$ cat config.mk
export PLATFORM = sky130hd
export DESIGN_NAME = alu_arb
export DESIGN_NICKNAME = d
export VERILOG_FILES = /design/src/rtl/alu_pkg.sv /design/src/rtl/alu.sv /design/src/rtl/alu_arb.sv
export SDC_FILE = /design/constraint.sdc
export NUM_CORES = 2
export LEC_CHECK = 0
export ABC_AREA = 0
export CAP_MARGIN = 20
export CORE_UTILIZATION = 40
export CTS_CLUSTER_DIAMETER = 40
export CTS_CLUSTER_SIZE = 16
export DETAILED_ROUTE_END_ITERATION = 10
export GPL_ROUTABILITY_DRIVEN = 0
export GPL_TIMING_DRIVEN = 0
export PLACE_DENSITY = 0.72
export REMOVE_ABC_BUFFERS = 1
export SETUP_SLACK_MARGIN = 0.5
export SYNTH_ARGS = -nofsm -noshare
export SYNTH_HDL_FRONTEND = slang
export SYNTH_SLANG_ARGS = --single-unit
$ cat constraint.sdc
create_clock -name clk -period 8.4 [get_ports clk]
set_input_delay 1.26 -clock clk [delete_from_list [all_inputs] [get_ports clk]]
set_output_delay 1.26 -clock clk [all_outputs]
set_load 0.01 [all_outputs]
$ cat src/rtl/alu_pkg.sv
// Shared definitions for the arbitrated ALU: operand width, opcode encoding
// and the sequencer state encoding.
package alu_pkg;

   localparam int unsigned XLEN = 32;
   localparam int unsigned OPW  = 4;

   localparam logic [OPW-1:0] OP_ADD   = 4'd0;
   localparam logic [OPW-1:0] OP_SUB   = 4'd1;
   localparam logic [OPW-1:0] OP_MUL   = 4'd2;
   localparam logic [OPW-1:0] OP_AND   = 4'd3;
   localparam logic [OPW-1:0] OP_OR    = 4'd4;
   localparam logic [OPW-1:0] OP_SL    = 4'd5;
   localparam logic [OPW-1:0] OP_SR    = 4'd6;
   localparam logic [OPW-1:0] OP_SLT   = 4'd7;
   localparam logic [OPW-1:0] OP_SLTU  = 4'd8;
   localparam logic [OPW-1:0] OP_AUIPC = 4'd9;
   localparam logic [OPW-1:0] OP_BEQ   = 4'd10;
   localparam logic [OPW-1:0] OP_BGT   = 4'd11;
   localparam logic [OPW-1:0] OP_BLT   = 4'd12;

   typedef enum logic [1:0] {
      ST_IDLE = 2'd0,
      ST_EXEC = 2'd1,
      ST_RESP = 2'd2
   } state_e;

endpackage

$ cat src/rtl/alu.sv
// Combinational 32-bit integer ALU; branch ops report only the compare flag,
// and undefined opcodes fall back to a+b.
module alu
   import alu_pkg::*;
(
   input  logic [XLEN-1:0] a,
   input  logic [XLEN-1:0] b,
   input  logic [OPW-1:0]  op,
   output logic [XLEN-1:0] result_c,
   output logic            branch_c
);

   logic [4:0] shamt;

   assign shamt = b[4:0];

   always_comb begin
      result_c = '0;
      branch_c = 1'b0;
      case (op)
         OP_ADD:   result_c = a + b;
         OP_SUB:   result_c = a - b;
         OP_MUL:   result_c = a * b;
         OP_AND:   result_c = a & b;
         OP_OR:    result_c = a | b;
         OP_SL:    result_c = a << shamt;
         OP_SR:    result_c = a >> shamt;
         OP_SLT:   result_c = XLEN'($signed(a) < $signed(b));
         OP_SLTU:  result_c = XLEN'(a < b);
         OP_AUIPC: result_c = a + b;
         OP_BEQ:   branch_c = (a == b);
         OP_BGT:   branch_c = (a > b);
         OP_BLT:   branch_c = (a < b);
         default:  result_c = a + b;
      endcase
   end

endmodule

$ cat src/rtl/alu_arb.sv
// Round-robin arbiter/sequencer sharing one ALU between NREQ requesters,
// one operation in flight: IDLE (grant) -> EXEC (evaluate) -> RESP (hold).
module alu_arb
   import alu_pkg::*;
#(
   parameter int unsigned NREQ = 2,
   parameter int unsigned XLEN = 32
) (
   input  logic                 clk,
   input  logic                 rst_n,
   input  logic [NREQ-1:0]      req_valid,
   output logic [NREQ-1:0]      req_ready,
   input  logic [NREQ*XLEN-1:0] req_a,
   input  logic [NREQ*XLEN-1:0] req_b,
   input  logic [NREQ*OPW-1:0]  req_op,
   output logic [NREQ-1:0]      rsp_valid,
   input  logic [NREQ-1:0]      rsp_ready,
   output logic [XLEN-1:0]      rsp_result,
   output logic                 rsp_branch,
   output logic                 busy
);

   localparam int unsigned IDXW = (NREQ > 1) ? $clog2(NREQ) : 1;

   state_e          state_q, state_d;
   logic [IDXW-1:0] ptr_q, ptr_d;
   logic [IDXW-1:0] grant_q, grant_d;
   logic [IDXW-1:0] pick_c;
   logic [XLEN-1:0] a_q, a_d;
   logic [XLEN-1:0] b_q, b_d;
   logic [OPW-1:0]  op_q, op_d;
   logic [XLEN-1:0] result_q, result_d;
   logic            branch_q, branch_d;
   logic            busy_q, busy_d;
   logic [NREQ-1:0] rsp_valid_q, rsp_valid_d;
   logic [XLEN-1:0] alu_result_c;
   logic            alu_branch_c;

   // First set bit at or above ptr, wrapping; the lowest offset wins.
   function automatic logic [IDXW-1:0] rr_pick(input logic [NREQ-1:0] valid,
                                                input logic [IDXW-1:0] ptr);
      logic [IDXW-1:0] pick;
      int unsigned     idx;
      pick = ptr;
      for (int off = int'(NREQ) - 1; off >= 0; off--) begin
         idx = (int'(ptr) + off) % NREQ;
         if (valid[idx]) pick = IDXW'(idx);
      end
      return pick;
   endfunction

   alu u_alu (
      .a        (a_q),
      .b        (b_q),
      .op       (op_q),
      .result_c (alu_result_c),
      .branch_c (alu_branch_c)
   );

   always_comb begin
      state_d     = state_q;
      ptr_d       = ptr_q;
      grant_d     = grant_q;
      a_d         = a_q;
      b_d         = b_q;
      op_d        = op_q;
      result_d    = result_q;
      branch_d    = branch_q;
      rsp_valid_d = rsp_valid_q;
      req_ready   = '0;
      pick_c      = rr_pick(req_valid, ptr_q);

      case (state_q)
         ST_IDLE: begin
            if (|req_valid) begin
               req_ready[pick_c] = 1'b1;
               a_d     = req_a[XLEN*pick_c +: XLEN];
               b_d     = req_b[XLEN*pick_c +: XLEN];
               op_d    = req_op[OPW*pick_c +: OPW];
               grant_d = pick_c;
               ptr_d   = (pick_c == IDXW'(NREQ - 1)) ? '0 : pick_c + IDXW'(1);
               state_d = ST_EXEC;
            end
         end
         ST_EXEC: begin
            result_d             = alu_result_c;
            branch_d             = alu_branch_c;
            rsp_valid_d[grant_q] = 1'b1;
            state_d              = ST_RESP;
         end
         ST_RESP: begin
            // Only the granted requester's rsp_ready can close the transaction.
            if (rsp_ready[grant_q]) begin
               rsp_valid_d = '0;
               state_d     = ST_IDLE;
            end
         end
         default: begin
            rsp_valid_d = '0;
            state_d     = ST_IDLE;
         end
      endcase

      busy_d = (state_d != ST_IDLE);
   end

   always_ff @(posedge clk or negedge rst_n) begin
      if (!rst_n) begin
         state_q     <= ST_IDLE;
         ptr_q       <= '0;
         grant_q     <= '0;
         a_q         <= '0;
         b_q         <= '0;
         op_q        <= '0;
         result_q    <= '0;
         branch_q    <= 1'b0;
         busy_q      <= 1'b0;
         rsp_valid_q <= '0;
      end else begin
         state_q     <= state_d;
         ptr_q       <= ptr_d;
         grant_q     <= grant_d;
         a_q         <= a_d;
         b_q         <= b_d;
         op_q        <= op_d;
         result_q    <= result_d;
         branch_q    <= branch_d;
         busy_q      <= busy_d;
         rsp_valid_q <= rsp_valid_d;
      end
   end

   assign rsp_valid  = rsp_valid_q;
   assign rsp_result = result_q;
   assign rsp_branch = branch_q;
   assign busy       = busy_q;

endmodule

### Yosys cells after proc, flatten, opt, wreduce, memory -nomap -nowiden

Index checks and enable logic that the tools add are counted.

| word-level totals | value |
|---|---|
| flip-flop bits (word level) | 108 |
| output and inout port bits | 38 |
| word-level logic and storage cells | 78 |
| bits of input ports | 142 |

| cells by class | value |
|---|---|
| bitwise operators | 4 |
| shifts and indexed selects | 5 |
| mux-type cells | 22 |
| equality and inequality tests | 15 |
| magnitude comparators | 9 |
| reduce and logical (&&, ||, !) cells | 8 |
| add/sub/neg operators | 4 |
| multiply operators | 1 |

Operators with widths:

| operator | number |
|---|---|
| $pmux 32 s9 | 1 |
| $shiftx 64x7->32 | 2 |
| $lt 32x32->1 | 2 |
| $add 32x32->32 | 1 |
| $and 32x32->32 | 1 |
| $eq 32x32->1 | 1 |
| $gt 32x32->1 | 1 |
| $mul 32x32->32 | 1 |
| $or 32x32->32 | 1 |
| $shl 32x5->32 | 1 |
| $shr 32x5->32 | 1 |
| $sub 32x32->32 | 1 |
| $eq 4x3->1 const B | 4 |
| $eq 4x4->1 const B | 4 |
| $pmux 2 s3 | 2 |
| $mux 1 | 11 |
| $mux 2 | 5 |
| $eq 4x2->1 const B | 2 |
| $lt 1x2->1 const B | 4 |
| $shiftx 8x4->4 | 1 |
| $eq 4x1->1 const B | 1 |
| $reduce_and 2->1 | 2 |
| $pmux 1 s3 | 1 |
| $reduce_or 3->1 | 1 |
| other kinds (12) | 16 |

### Depth between registers and ports, before layout

| depth | value |
|---|---|
| depth in word-level cells | 11 |
| depth in mapped cells | 31 |
| mapped depth without buffers | 26 |

### Hierarchy

From an unflattened synthesis, not the netlist that was laid out.

| second synthesis, totals | value |
|---|---|
| cell total of the unflattened synthesis | 3305 |
| area total of the unflattened synthesis | 27890.5 µm² |

By module, submodules not included:

| module | area an instance (µm²) | instances | cells an instance |
|---|---|---|---|
| alu | 23276.1 | 1 | 2972 |
| alu_arb | 4614.4 | 1 | 333 |

### Worst setup path before layout

Ideal clock, no wire load.

| timing path | value |
|---|---|
| path kind | flip-flop to flip-flop |
| start point | register b_q[2] |
| end point | register result_q[27], in the netlist rsp_result[27] |
| clock period less this slack | 8268 ps |
| library setup time | 99 ps |
| required time | 8301 ps |
| path slack | 132 ps |
| cell stages (with the launch flop) | 28 |
| arrival | 8169 ps |
| path through | dfrtp_1 clkinv_1 buf_1 clkbuf_1 clkbuf_1 buf_1 nor2_1 fa_1 fa_1 fa_1 inv_1 fa_1 inv_1 fa_1 fa_1 fa_1 fa_1 ha_1 clkbuf_1 o21ai_0 o21ai_0 a221o_1 and2_1 or2_2 o31ai_1 a21oi_1 o21a_1 a311oi_1 |

| between the ends | value |
|---|---|
| word-level cells in the longest chain between the ends | 2 |
| elaborated cells on any way between the ends | 6 |
| those cells by class | add/sub: 2; mul: 1; shift: 2; mux: 1 |

RTL lines:

| element | line | text |
|---|---|---|
| start: declaration | alu_arb.sv:30 | `logic [XLEN-1:0] b_q, b_d;` |
| start signal: assignment | alu_arb.sv:113 | `b_q <= '0;` |
| start signal: assignment | alu_arb.sv:124 | `b_q <= b_d;` |
| $mul 32x32->32 (tied with other cells) | alu.sv:23 | `OP_MUL: result_c = a * b;` |
| $pmux 32 s9 * | alu.sv:20 | `case (op)` |
| end signal: assignment | alu_arb.sv:126 | `result_q <= result_d;` |
| end: declaration | alu_arb.sv:32 | `logic [XLEN-1:0] result_q, result_d;` |

Every way passes the cells marked *; elsewhere a longest branch is shown, timed or not.
A chain may end at the register's enable or synchronous reset.

### Worst setup path in the final report

| timing path | value |
|---|---|
| start point | register b_q[19] |
| end point | register result_q[30], in the netlist rsp_result[30] |

| between the ends | value |
|---|---|
| word-level cells in the longest chain between the ends | 2 |
| elaborated cells on any way between the ends | 4 |
| those cells by class | add/sub: 2; mul: 1; mux: 1 |

RTL lines:

| element | line |
|---|---|
| $mul 32x32->32 (tied with other cells) | alu.sv:23 |
| $pmux 32 s9 * | alu.sv:20 |

Marks and branches as above.

==> out/qor.yml <==
yosysUniqueCellTypes: 97
yosysWarnings: 0
cts_hold_buffers: 0
worst_path_max_delay_cell: "dfrtp_1"
track_usage_pct: 32.1
finalSetupTns_ns: 0
cts_buffers: 9
htree_levels: 3
clock_sinks: 108
finalWorstSetupSlack_ns: 0.529
cts_tree: "built"
synthCells: 3314
rows: 96
worst_pin_slew_ns: 1.19
remaining_drc_errors: 0
fmax_mhz: 127
start_util_pct: 40.4
first_pass_iters: 9
rsz0062_at_grt: "no"
min_period_over_period_pct: 93.7
run_status: "complete, no violations"
avgRoutedWirePerCell_um: 25.7
cts_root_buf: "clkbuf_16"
worstHoldStart: "rsp_result[6]$_DFFE_PN0P_"
cts.clk_slew.worst_paths_ns: 0.08
crit_chain: "clkinv_1 > nor2_1 > fa_1 > inv_1 > fa_1 > fa_1 > inv_1 > fa_1 > inv_1 > fa_1 > fa_1 > fa_1 > fa_1 > inv_1 > ha_1 > mux2i_1 > nor2_1 > a21oi_1 > o211ai_1 > nor2_1 > o211ai_1 > o32a_1"
cp_top_family: "adder cells"
die_area_mm2: 0.0704
ys_seq_elements: 108
yosys-top-cells-count: "515 x nor2_1, 468 x inv_1, 410 x fa_1"
setup_violations: 0
worst_hold_slack_ns: 0.483
antenna_found_initial: 4
path_buf_inv: 5
grt_pass1_vias: 27100
synth_edf_count: 0
min_period_ns: 7.87
synth_most_common_cell: "nor2_1"
synth_ff_type: "dfrtp_1"
crit_path_max_incr_delay_ns: 0.67
end_kind: "flip-flop"
critPathArrivalTime_ns: 8.18
grt_pass1_wl_mm: 167
async_flop_share_pct: 100
core_mm2: 0.0686
viasPerCell: 6.20
drv_slew: 0
synth.avg_cell_area_um2: 8.36
die_w_um: 265
routed-via-count: 27200
hpwl_mm: 81.9
dpl_worst_slack_ns: -0.873
rrSetupSlack_ns: 0.53
yosysTopAreaCell: "fa_1"
fp.dieH_um: 265
numPortBuffers: 179
synthTopCellsByArea: "fa_1 30%, ha_1 9.9%, dfrtp_1 9.7%"
grt_max_degree: 95
area_delta_synth_final_pct: 17.2
netlist.area_leader.share_pct: 29.6
ant_nets: 0
nNetsFinal: 4217
cp-start-kind: "flip-flop"
clk_path_buf_depth: 2
io_pins: 180
synth_seq_area_share_pct: 9.75
netlist_area_mm2: 0.0277
worstPathMaxFanout: 9
clk_latency_ns: 0.44
setup.worst_path.class: "reg2reg"
grt_overflow: 0
drive_gt1_share_pct: 11.2
first_iter_violations: 3842
worstSetupStartpoint: "b_q[19]$_DFFE_PN0P_"
cp.required_ns: 8.70
worstReg2RegStart: "b_q[19]$_DFFE_PN0P_"
cap_violations: 0
slew_headroom_pct: 19.9
min_path_type: "reg2reg"
cpMostUsedCell: "fa_1"
hold_violations: 0
finClkSkew_ns: 0.0236
postRouteWirelength_mm: 113
[cell usage in the layout, fill, tap and decap left out, types with 33 or more instances in the layout]
cell	netlist	routed
inv_1	468	438
ha_1	220	216
nand2_1	337	337
buf_4	3	108
a21oi_1	132	132
mux4_2	55	55
o21ai_0	155	155
mux2i_1	46	46
a32oi_1	47	47
dfrtp_1	108	71
nor2_1	515	513
fa_1	410	410
a31oi_1	38	37
clkinvlp_4	0	33
xnor2_1	71	70
clkdlybuf4s50_1	0	178
[sequential cells by signal, indices dropped and copies added, names as in the netlist]
signal / cells
b_q: 32
rsp_result: 32
a_q: 32
rsp_valid: 2
op_q: 4
state_q: 2
ptr_q: 1
grant_q: 1
rsp_branch: 1
busy: 1
[per-stage QoR]
stage	utilization (%)	area, um^2	instances
2_1_floorplan	-	26800	3092
3_3_place_gp	43.4	29800	4202
3_5_place_dp	44.9	30800	4243
4_1_cts	46.3	31800	4316
5_1_grt	47.3	32500	4381
6_report	47.4	32500	4385
[repair_timing]
| item | 4_1_cts | 5_1_grt |
|---|---|---|
| setup buffers | 56 | 62 |
| endpoints found under the setup margin | 20 | 13 |
| pin swaps | 0 | 2 |
| resized for setup | 70 | 53 |
| gates cloned | 1 | 2 |
[worst paths after layout]
path                                              end  cells past startpoint
max                        rsp_result[30]$_DFFE_PN0P_                     22
min                         rsp_result[6]$_DFFE_PN0P_                      1
max reg2reg                rsp_result[30]$_DFFE_PN0P_                     22
min reg2reg                 rsp_result[6]$_DFFE_PN0P_                      1
max in group asynchronous          b_q[1]$_DFFE_PN0P_                      2
min in group asynchronous          a_q[5]$_DFFE_PN0P_                      1
[cells by family (layout without fill, tap and decap cells)]
logic type | Yosys count | after routing | share of synthesized area (%)
other | 0 | 4 | 0
XOR/XNOR | 91 | 91 | 2.92
adder cells (fa/ha/maj) | 630 | 630 | 39.5
AO/OA/AOI/OAI | 642 | 642 | 16.0
flip-flops | 108 | 108 | 9.75
multiplexers | 112 | 112 | 6.58
buffers and inverters | 705 | 841 | 9.79
AND/OR/NAND/NOR | 1026 | 1026 | 15.4
[final cells by class]
cell class	count	area, um^2
antenna	4	10.0
timing repair inverter	1	7.51
multi-input combinational	2501	22400
inverter	483	1980
sequential	108	2810
clock inverter	7	68.8
tap	931	1160
fill	6471	36100
timing repair buffer	341	3810
clock buffer	9	225
[per-layer routing]
layer  routed length, um  part of all wire [%]  up-vias  track usage, %
met3               16900                    15      666            12.5
met4                9910                   8.8        4            22.0
met2               47800                    42     2247            47.8
met1               38200                    34    13000            38.1
li1                    -                     -    11200               -
met5                  24                 0.021        -               0
Power is left out: the tool's default activity adds up to more than one toggle a clock period on the data nets, which glitch-free logic cannot reach.
